**src/rtl/finder_pkg.sv**
```systemverilog
// Shared widths, FSM state encoding and dictionary header layout for the word finder.
// Header: link lo, link hi, name length, name bytes, 2-byte parameter field.
package finder_pkg;
  localparam int ASZ = 17;
  localparam int DSZ = 8;
  localparam logic [15:0] LINK_END = 16'hFFFF;
  localparam int LNK  = 0;
  localparam int LEN  = 2;
  localparam int NAME = 3;

  typedef enum logic [2:0] {
    S_IDLE = 3'd0,
    S_LNK0 = 3'd1,
    S_LNK1 = 3'd2,
    S_LEN  = 3'd3,
    S_TIB  = 3'd4,
    S_NAM  = 3'd5,
    S_END  = 3'd6,
    S_DONE = 3'd7
  } state_t;
endpackage

```
**src/rtl/finder_if.sv**
```systemverilog
// Byte-wide memory bus: address, write data, read data (one-cycle latency) and write enable.
// The master presents ai/vi/we; the memory returns vo one cycle after ai.
interface iBus8;
  import finder_pkg::*;
  logic [ASZ-1:0] ai;
  logic [DSZ-1:0] vi;
  logic [DSZ-1:0] vo;
  logic           we;

  modport master (output ai, output vi, output we, input vo);
  modport slave  (input ai, input vi, input we, output vo);
endinterface

```
**src/rtl/finder.sv**
```systemverilog
// Walks a linked dictionary from CONTEXT comparing each header name against the NUL-terminated TIB.
// Two cycles per compared byte pair; read data is consumed one state after its address is presented.
module finder #(
  parameter int ASZ = finder_pkg::ASZ,
  parameter int DSZ = finder_pkg::DSZ
) (
  input  logic           clk,
  input  logic           rst,
  input  logic           en,
  input  logic [ASZ-1:0] aw,
  input  logic [DSZ-1:0] vw,
  output logic           bsy,
  output logic           hit,
  output logic [2:0]     st,
  output logic [ASZ-1:0] ao0,
  output logic [ASZ-1:0] ao1,
  iBus8.master           bus
);
  import finder_pkg::*;

  state_t         state_q, state_d;
  logic [ASZ-1:0] h_q, h_d, ctx_q, ctx_d, tib_q, tib_d, pfa_q, pfa_d;
  logic [7:0]     lo_q, lo_d, hi_q, hi_d, n_q, n_d, i_q, i_d;
  logic [DSZ-1:0] tb_q, tb_d;
  logic           first_q, first_d, hit_q, hit_d;
  logic [ASZ-1:0] ai_c, link;
  logic [7:0]     cnt;
  logic           follow;

  always_ff @(posedge clk or negedge rst) begin
    if (!rst) begin
      state_q <= S_IDLE;
      h_q     <= '0;
      ctx_q   <= '0;
      tib_q   <= '0;
      pfa_q   <= '0;
      lo_q    <= '0;
      hi_q    <= '0;
      n_q     <= '0;
      i_q     <= '0;
      tb_q    <= '0;
      first_q <= 1'b0;
      hit_q   <= 1'b0;
    end else begin
      state_q <= state_d;
      h_q     <= h_d;
      ctx_q   <= ctx_d;
      tib_q   <= tib_d;
      pfa_q   <= pfa_d;
      lo_q    <= lo_d;
      hi_q    <= hi_d;
      n_q     <= n_d;
      i_q     <= i_d;
      tb_q    <= tb_d;
      first_q <= first_d;
      hit_q   <= hit_d;
    end
  end

  always_comb begin
    state_d = state_q;
    h_d     = h_q;
    ctx_d   = ctx_q;
    tib_d   = tib_q;
    pfa_d   = pfa_q;
    lo_d    = lo_q;
    hi_d    = hi_q;
    n_d     = n_q;
    i_d     = i_q;
    tb_d    = tb_q;
    first_d = first_q;
    hit_d   = hit_q;
    ai_c    = '0;
    follow  = 1'b0;
    link    = ASZ'({hi_q, lo_q});
    // On the first TIB visit the length byte is still on vw, not yet in n_q.
    cnt     = first_q ? 8'(vw) : n_q;

    case (state_q)
      S_IDLE: begin
        if (en) begin
          tib_d   = aw;
          h_d     = ctx_q;
          hit_d   = 1'b0;
          state_d = S_LNK0;
        end else begin
          ctx_d = aw;
        end
      end
      S_LNK0: begin
        ai_c    = h_q + ASZ'(LNK);
        state_d = S_LNK1;
      end
      S_LNK1: begin
        ai_c    = h_q + ASZ'(LNK + 1);
        lo_d    = 8'(vw);
        state_d = S_LEN;
      end
      S_LEN: begin
        ai_c    = h_q + ASZ'(LEN);
        hi_d    = 8'(vw);
        i_d     = '0;
        first_d = 1'b1;
        state_d = S_TIB;
      end
      S_TIB: begin
        ai_c    = tib_q + ASZ'(i_q);
        first_d = 1'b0;
        if (first_q) n_d = 8'(vw);
        if (!first_q && (vw != tb_q)) follow = 1'b1;
        else if (i_q == cnt)          state_d = S_END;
        else                          state_d = S_NAM;
      end
      S_NAM: begin
        ai_c    = h_q + ASZ'(NAME) + ASZ'(i_q);
        tb_d    = vw;
        i_d     = i_q + 8'd1;
        state_d = S_TIB;
      end
      S_END: begin
        ai_c = tib_q + ASZ'(i_q);
        if (vw == '0) begin
          hit_d   = 1'b1;
          pfa_d   = h_q + ASZ'(NAME) + ASZ'(n_q);
          state_d = S_DONE;
        end else begin
          follow = 1'b1;
        end
      end
      S_DONE: ;
      default: state_d = S_IDLE;
    endcase

    if (follow) begin
      h_d     = link;
      state_d = ({hi_q, lo_q} == LINK_END) ? S_DONE : S_LNK0;
    end

    if (!en && state_q != S_IDLE) state_d = S_IDLE;
  end

  assign bsy    = (state_q != S_IDLE) && (state_q != S_DONE);
  assign hit    = hit_q;
  assign st     = state_q;
  assign ao0    = h_q;
  assign ao1    = bsy ? ai_c : pfa_q;
  assign bus.ai = ai_c;
  assign bus.vi = '0;
  assign bus.we = 1'b0;
endmodule

```
**src/flat_wrapper.sv**
```systemverilog
// flat-port wrapper written by rule: the top's interface ports become plain ports
module finder_flat import finder_pkg::*;
#(
  parameter int ASZ = finder_pkg::ASZ,
  parameter int DSZ = finder_pkg::DSZ
)
  (clk, rst, en, aw, vw, bsy, hit, st, ao0, ao1, bus_ai, bus_vi, bus_we, bus_vo);
  iBus8 bus_i ();
  input  logic clk;
  input  logic rst;
  input  logic en;
  input  logic [ASZ-1:0] aw;
  input  logic [DSZ-1:0] vw;
  output logic bsy;
  output logic hit;
  output logic [2:0] st;
  output logic [ASZ-1:0] ao0;
  output logic [ASZ-1:0] ao1;
  output wire logic [$bits(bus_i.ai)-1:0] bus_ai;
  output wire logic [$bits(bus_i.vi)-1:0] bus_vi;
  output wire logic [$bits(bus_i.we)-1:0] bus_we;
  input wire logic [$bits(bus_i.vo)-1:0] bus_vo;
  assign bus_ai = bus_i.ai;
  assign bus_vi = bus_i.vi;
  assign bus_we = bus_i.we;
  assign bus_i.vo = bus_vo;
  finder #(.ASZ(ASZ), .DSZ(DSZ)) u_core (.clk(clk), .rst(rst), .en(en), .aw(aw), .vw(vw), .bsy(bsy), .hit(hit), .st(st), .ao0(ao0), .ao1(ao1), .bus(bus_i));
endmodule
```
**config.mk**
```make
export PLATFORM = sky130hd
export DESIGN_NAME = finder_flat
export DESIGN_NICKNAME = d
export VERILOG_FILES = /design/src/rtl/finder_pkg.sv /design/src/rtl/finder_if.sv /design/src/rtl/finder.sv /design/src/flat_wrapper.sv
export SDC_FILE = /design/constraint.sdc
export NUM_CORES = 1
export LEC_CHECK = 0
export ABC_AREA = 1
export BUFFER_PORTS_ARGS = -buffer_cell sky130_fd_sc_hd__clkbuf_2
export CORE_ASPECT_RATIO = 1.4
export CORE_MARGIN = 10
export CORE_UTILIZATION = 43
export CTS_BUF_LIST = sky130_fd_sc_hd__clkbuf_16
export DETAILED_ROUTE_END_ITERATION = 10
export HOLD_SLACK_MARGIN = 0.06
export PLACE_DENSITY_LB_ADDON = 0.05
export REMOVE_ABC_BUFFERS = 1
export SYNTH_ARGS = -nofsm -noshare
export SYNTH_HDL_FRONTEND = slang
export SYNTH_SLANG_ARGS = --single-unit
```
**constraint.sdc**
```tcl
create_clock -name clk -period 4.65 [get_ports clk]
set_clock_uncertainty 0.15 [all_clocks]
set_input_delay 0.6975 -clock clk [delete_from_list [all_inputs] [get_ports clk]]
set_output_delay 0.6975 -clock clk [all_outputs]
set_load 0.02 [all_outputs]
```
==> results.toml <==
[cts]
clock_latency_ns = 0.43
clock-root-buffer = "clkbuf_16"
numCtsBuffers = 17
cts_tree = "built"
clk_path_buf_depth = 2
htreeDepth = 4
path_clk_slew_ns = 0.06
clock_sinks = 113

[pwr]
vdd_drop_max_uv = 417
p_leak_nw = 4.51
power_frac_comb = 0.530
pwr-share-clk = 0.203
sw_frac_of_total = 0.503
pwr-share-seq = 0.267
internal_power_mw = 3.33
switchingPower_mw = 3.38
p_per_area_nw_per_um2 = 745

[critical_path]
worstPathCellList = "inv_1, ha_2, nor2_8, nand2_2, xor2_1, nand2_1, nand2_1, ha_1, nand2_1, inv_1, a21oi_1, nand2_1, nand2_1, nand2_1, nand3_4, nor2_4, nor2_1, o21ai_2, nand4_1, clkbuf_2"
crit_type = "reg -> out"
path_delay_family = "simple AND/OR/NAND/NOR gates"
reg2reg_from = "u_core.ao0[0]"
crit_slowest_cell = "dfrtp_2"
crit_path_start_kind = "flip-flop"
critPathMaxStageDelay_ns = 0.48
r2r_end = "u_core.pfa_q[15]"
crit_buf_inv = 3
endpoint_kind = "primary output"
ff2ff_path_depth = 16
cp.arrival_ns = 3.49
crit_top_cell = "nand2_1"
path_max_fanout = 9
rrSetupSlack_ns = 1.64
required_ns = 3.80

[final_layout]
fin_util = 0.505
antenna_cells = 0
nNetsFinal = 1219
syn2layout_area_growth_pct = 16.1
drive_gt1_frac = 0.173

[job]
max-cap-violations = 0

[logic_synthesis]
synthCells = 1078
synth-adder-area-share = 0.0422
synth-seq-cells = 113
synth_ff_type = "dfrtp_1"
syn_area_um2 = 7760
synth.mux.area_fraction = 0
avgSynthCellArea_um2 = 7.20
postSynth.asyncResetShare = 1.00
yosys.area_share.simple = 0.302
synth_compound_area_frac = 0.164
ys_types = 48
seq_area_frac_synth = 0.364
synth_edf_count = 0
synth_top_family_by_area = "simple AND/OR/NAND/NOR gates"
yosysWarnings = 0
synth-xor-area-share = 0.0316

[route]
totalWireLength_um = 25200
post_drt_wl_per_cell_um = 17.9
firstDrtPassIters = 6
drt-initial-drc-count = 557
drtAntennaViolNets = 0
via_count = 7269
drc_errors = 0
viasPerCell = 5.15

[sta]
worst_pin_slew_ns = 0.991
rsz0062_at_grt = "false"
setup_violations = 0
slew_headroom = 0.338
slew_viol_final = 0
fin_setup_tns_ns = 0
timing.final.crit_share = 0.932
timing.fmax_ghz = 0.231
min_period_ns = 4.34
hold_viol_final = 0

[floorplan]
die_h_um = 179
ios = 101
die_w_um = 134
core_area_um2 = 17900
die_area_um2 = 23900
std_cell_rows = 58
start_util = 0.435

[grt]
grt_max_degree = 114
grt_pass1_vias = 7071
grt_usage = 0.213
antenna_found_initial = 0
grt-ovfl-total = 0
grt_pass1_wl_um = 39100

[min_path]
hp-class = "in -> async"

[place]
hpwl_um = 19500
io_buffers = 83
place.gp.congestion = 0.916

[run_status]
outcome = "complete, no violations"
cell usage in the layout, fill, tap and decap left out, types with 6 or more instances in the layout:
master     netlist  routed
a21oi_1         32      32
a22oi_1         16      16
a31oi_1          7       7
buf_4           12       8
clkbuf_16        0      17
clkbuf_2         0      82
conb_1           1       9
dfrtp_1        113     110
ha_1            23      22
inv_1          134     134
inv_2           10      11
nand2_1        285     284
nand2_2         20      21
nand3_1         61      61
nand3_2          7       7
nand4_1         23      23
nor2_1          56      56
nor2_4           9       9
nor3_1           9       9
o21ai_0        145     144
o21ai_1          5       6
o22ai_1          6       6
xnor2_1          9       9
xor2_1          19      18
worst register-to-register path, delay by kind of cell (launching register included):
kind / cells / cell delay (ns)
AOI/OAI and AO/OA: 1 / 0.18
DFF: 1 / 0.48
xor gates and xnor gates: 1 / 0.20
buffers and inverters: 1 / 0.12
and+or+nand+nor: 11 / 1.16
adders and majority gates: 2 / 0.62
layout make-up:
class | count | area (um2)
tap | 240 | 300
sequential | 113 | 2830
fill | 1836 | 8840
timing repair buffer | 91 | 490
clock buffer | 17 | 425
clock inverter | 15 | 184
inverter | 144 | 541
multi-input combinational | 791 | 4240
what timing repair did:
item                       CTS  global route
hold buffers                 0             0
setup buffers                0             1
gates resized for setup      0             8
setup endpoints to repair    0            20
cells by family (layout without fill, tap and decap cells):
| logic type | count (synthesis) | after routing |
|---|---|---|
| and+or+nand+nor | 499 | 499 |
| AOI/OAI and AO/OA | 230 | 230 |
| buffers and inverters | 182 | 267 |
| DFF | 113 | 113 |
| xor gates and xnor gates | 28 | 28 |
| adders and majority gates | 25 | 25 |
| other | 1 | 9 |
registers in the layout, indices dropped and copies added, names as in the netlist, 3 cells and up:
signal	flops
u_core.tib_q	17
u_core.st	3
u_core.pfa_q	17
u_core.hi_q	8
u_core.n_q	8
u_core.ctx_q	17
u_core.ao0	17
u_core.lo_q	8
u_core.i_q	8
u_core.tb_q	8
Yosys cell counts, types with 4 or more instances:
cell	count	area share
inv_2	10	0.0048
nor2_4	9	0.013
nor2_1	56	0.027
nor3_1	9	0.0058
a22oi_1	16	0.015
nand4_1	23	0.019
buf_2	10	0.0064
inv_1	134	0.065
dfrtp_1	113	0.36
buf_4	12	0.012
nand2_2	20	0.016
nand3_1	61	0.039
ha_1	23	0.037
nand3_2	7	0.0090
o22ai_1	6	0.0048
nand2_4	5	0.0073
a31oi_1	7	0.0056
o21ai_1	5	0.0032
or2_2	4	0.0032
clkbuf_1	16	0.0077
a21oi_1	32	0.021
nor2_2	5	0.0040
o21ai_0	145	0.094
xor2_1	19	0.021
nand2_1	285	0.14
xnor2_1	9	0.010
power by group through the flow:
| stage | registers, mW | clock network [mW] | logic [mW] |
|---|---|---|---|
| 6_report | 1.79 | 1.36 | 3.56 |
| 5_1_grt | 1.84 | 1.43 | 3.99 |
| 4_1_cts | 1.78 | 1.38 | 3.58 |
| 2_1_floorplan | 1.75 | 0 | 2.38 |
| 3_3_place_gp | 1.80 | 0 | 3.53 |
| 3_5_place_dp | 1.80 | 0 | 3.57 |
layer usage:
metal	global-route usage	wire length [um]	up-vias
met3	0.0494	1350	43
li1	-	-	3685
met1	0.243	10300	3353
met4	0.100	979	0
met5	0	0	-
met2	0.371	12600	188
worst max-delay path by stage:
stage / depth (start not counted) / to / from
final: 20 / ao1[11] / u_core.ao0[0]
after global routing: 20 / ao1[11] / u_core.ao0[0]
after CTS: 19 / ao1[8] / u_core.ao0[1]
after detailed placement: 19 / ao1[8] / u_core.ao0[1]
after global placement: 18 / ao1[14] / u_core.st[1]
after floorplan: 16 / ao1[8] / u_core.st[1]
per-stage QoR:
step / cells / setup WS [ns] / hold slack, ns / power [mW] / area (um2)
2_1_floorplan: 1048 / 0.948 / 0.252 / 4.12 / 7590
3_3_place_gp: 1378 / 0.558 / 0.314 / 5.33 / 8370
3_5_place_dp: 1378 / 0.560 / 0.318 / 5.36 / 8370
4_1_cts: 1410 / 0.0945 / 0.237 / 6.75 / 8980
5_1_grt: 1411 / 0.0359 / 0.248 / 7.26 / 9010
6_report: 1411 / 0.314 / 0.196 / 6.71 / 9010
(Power assumes the default switching activity.)
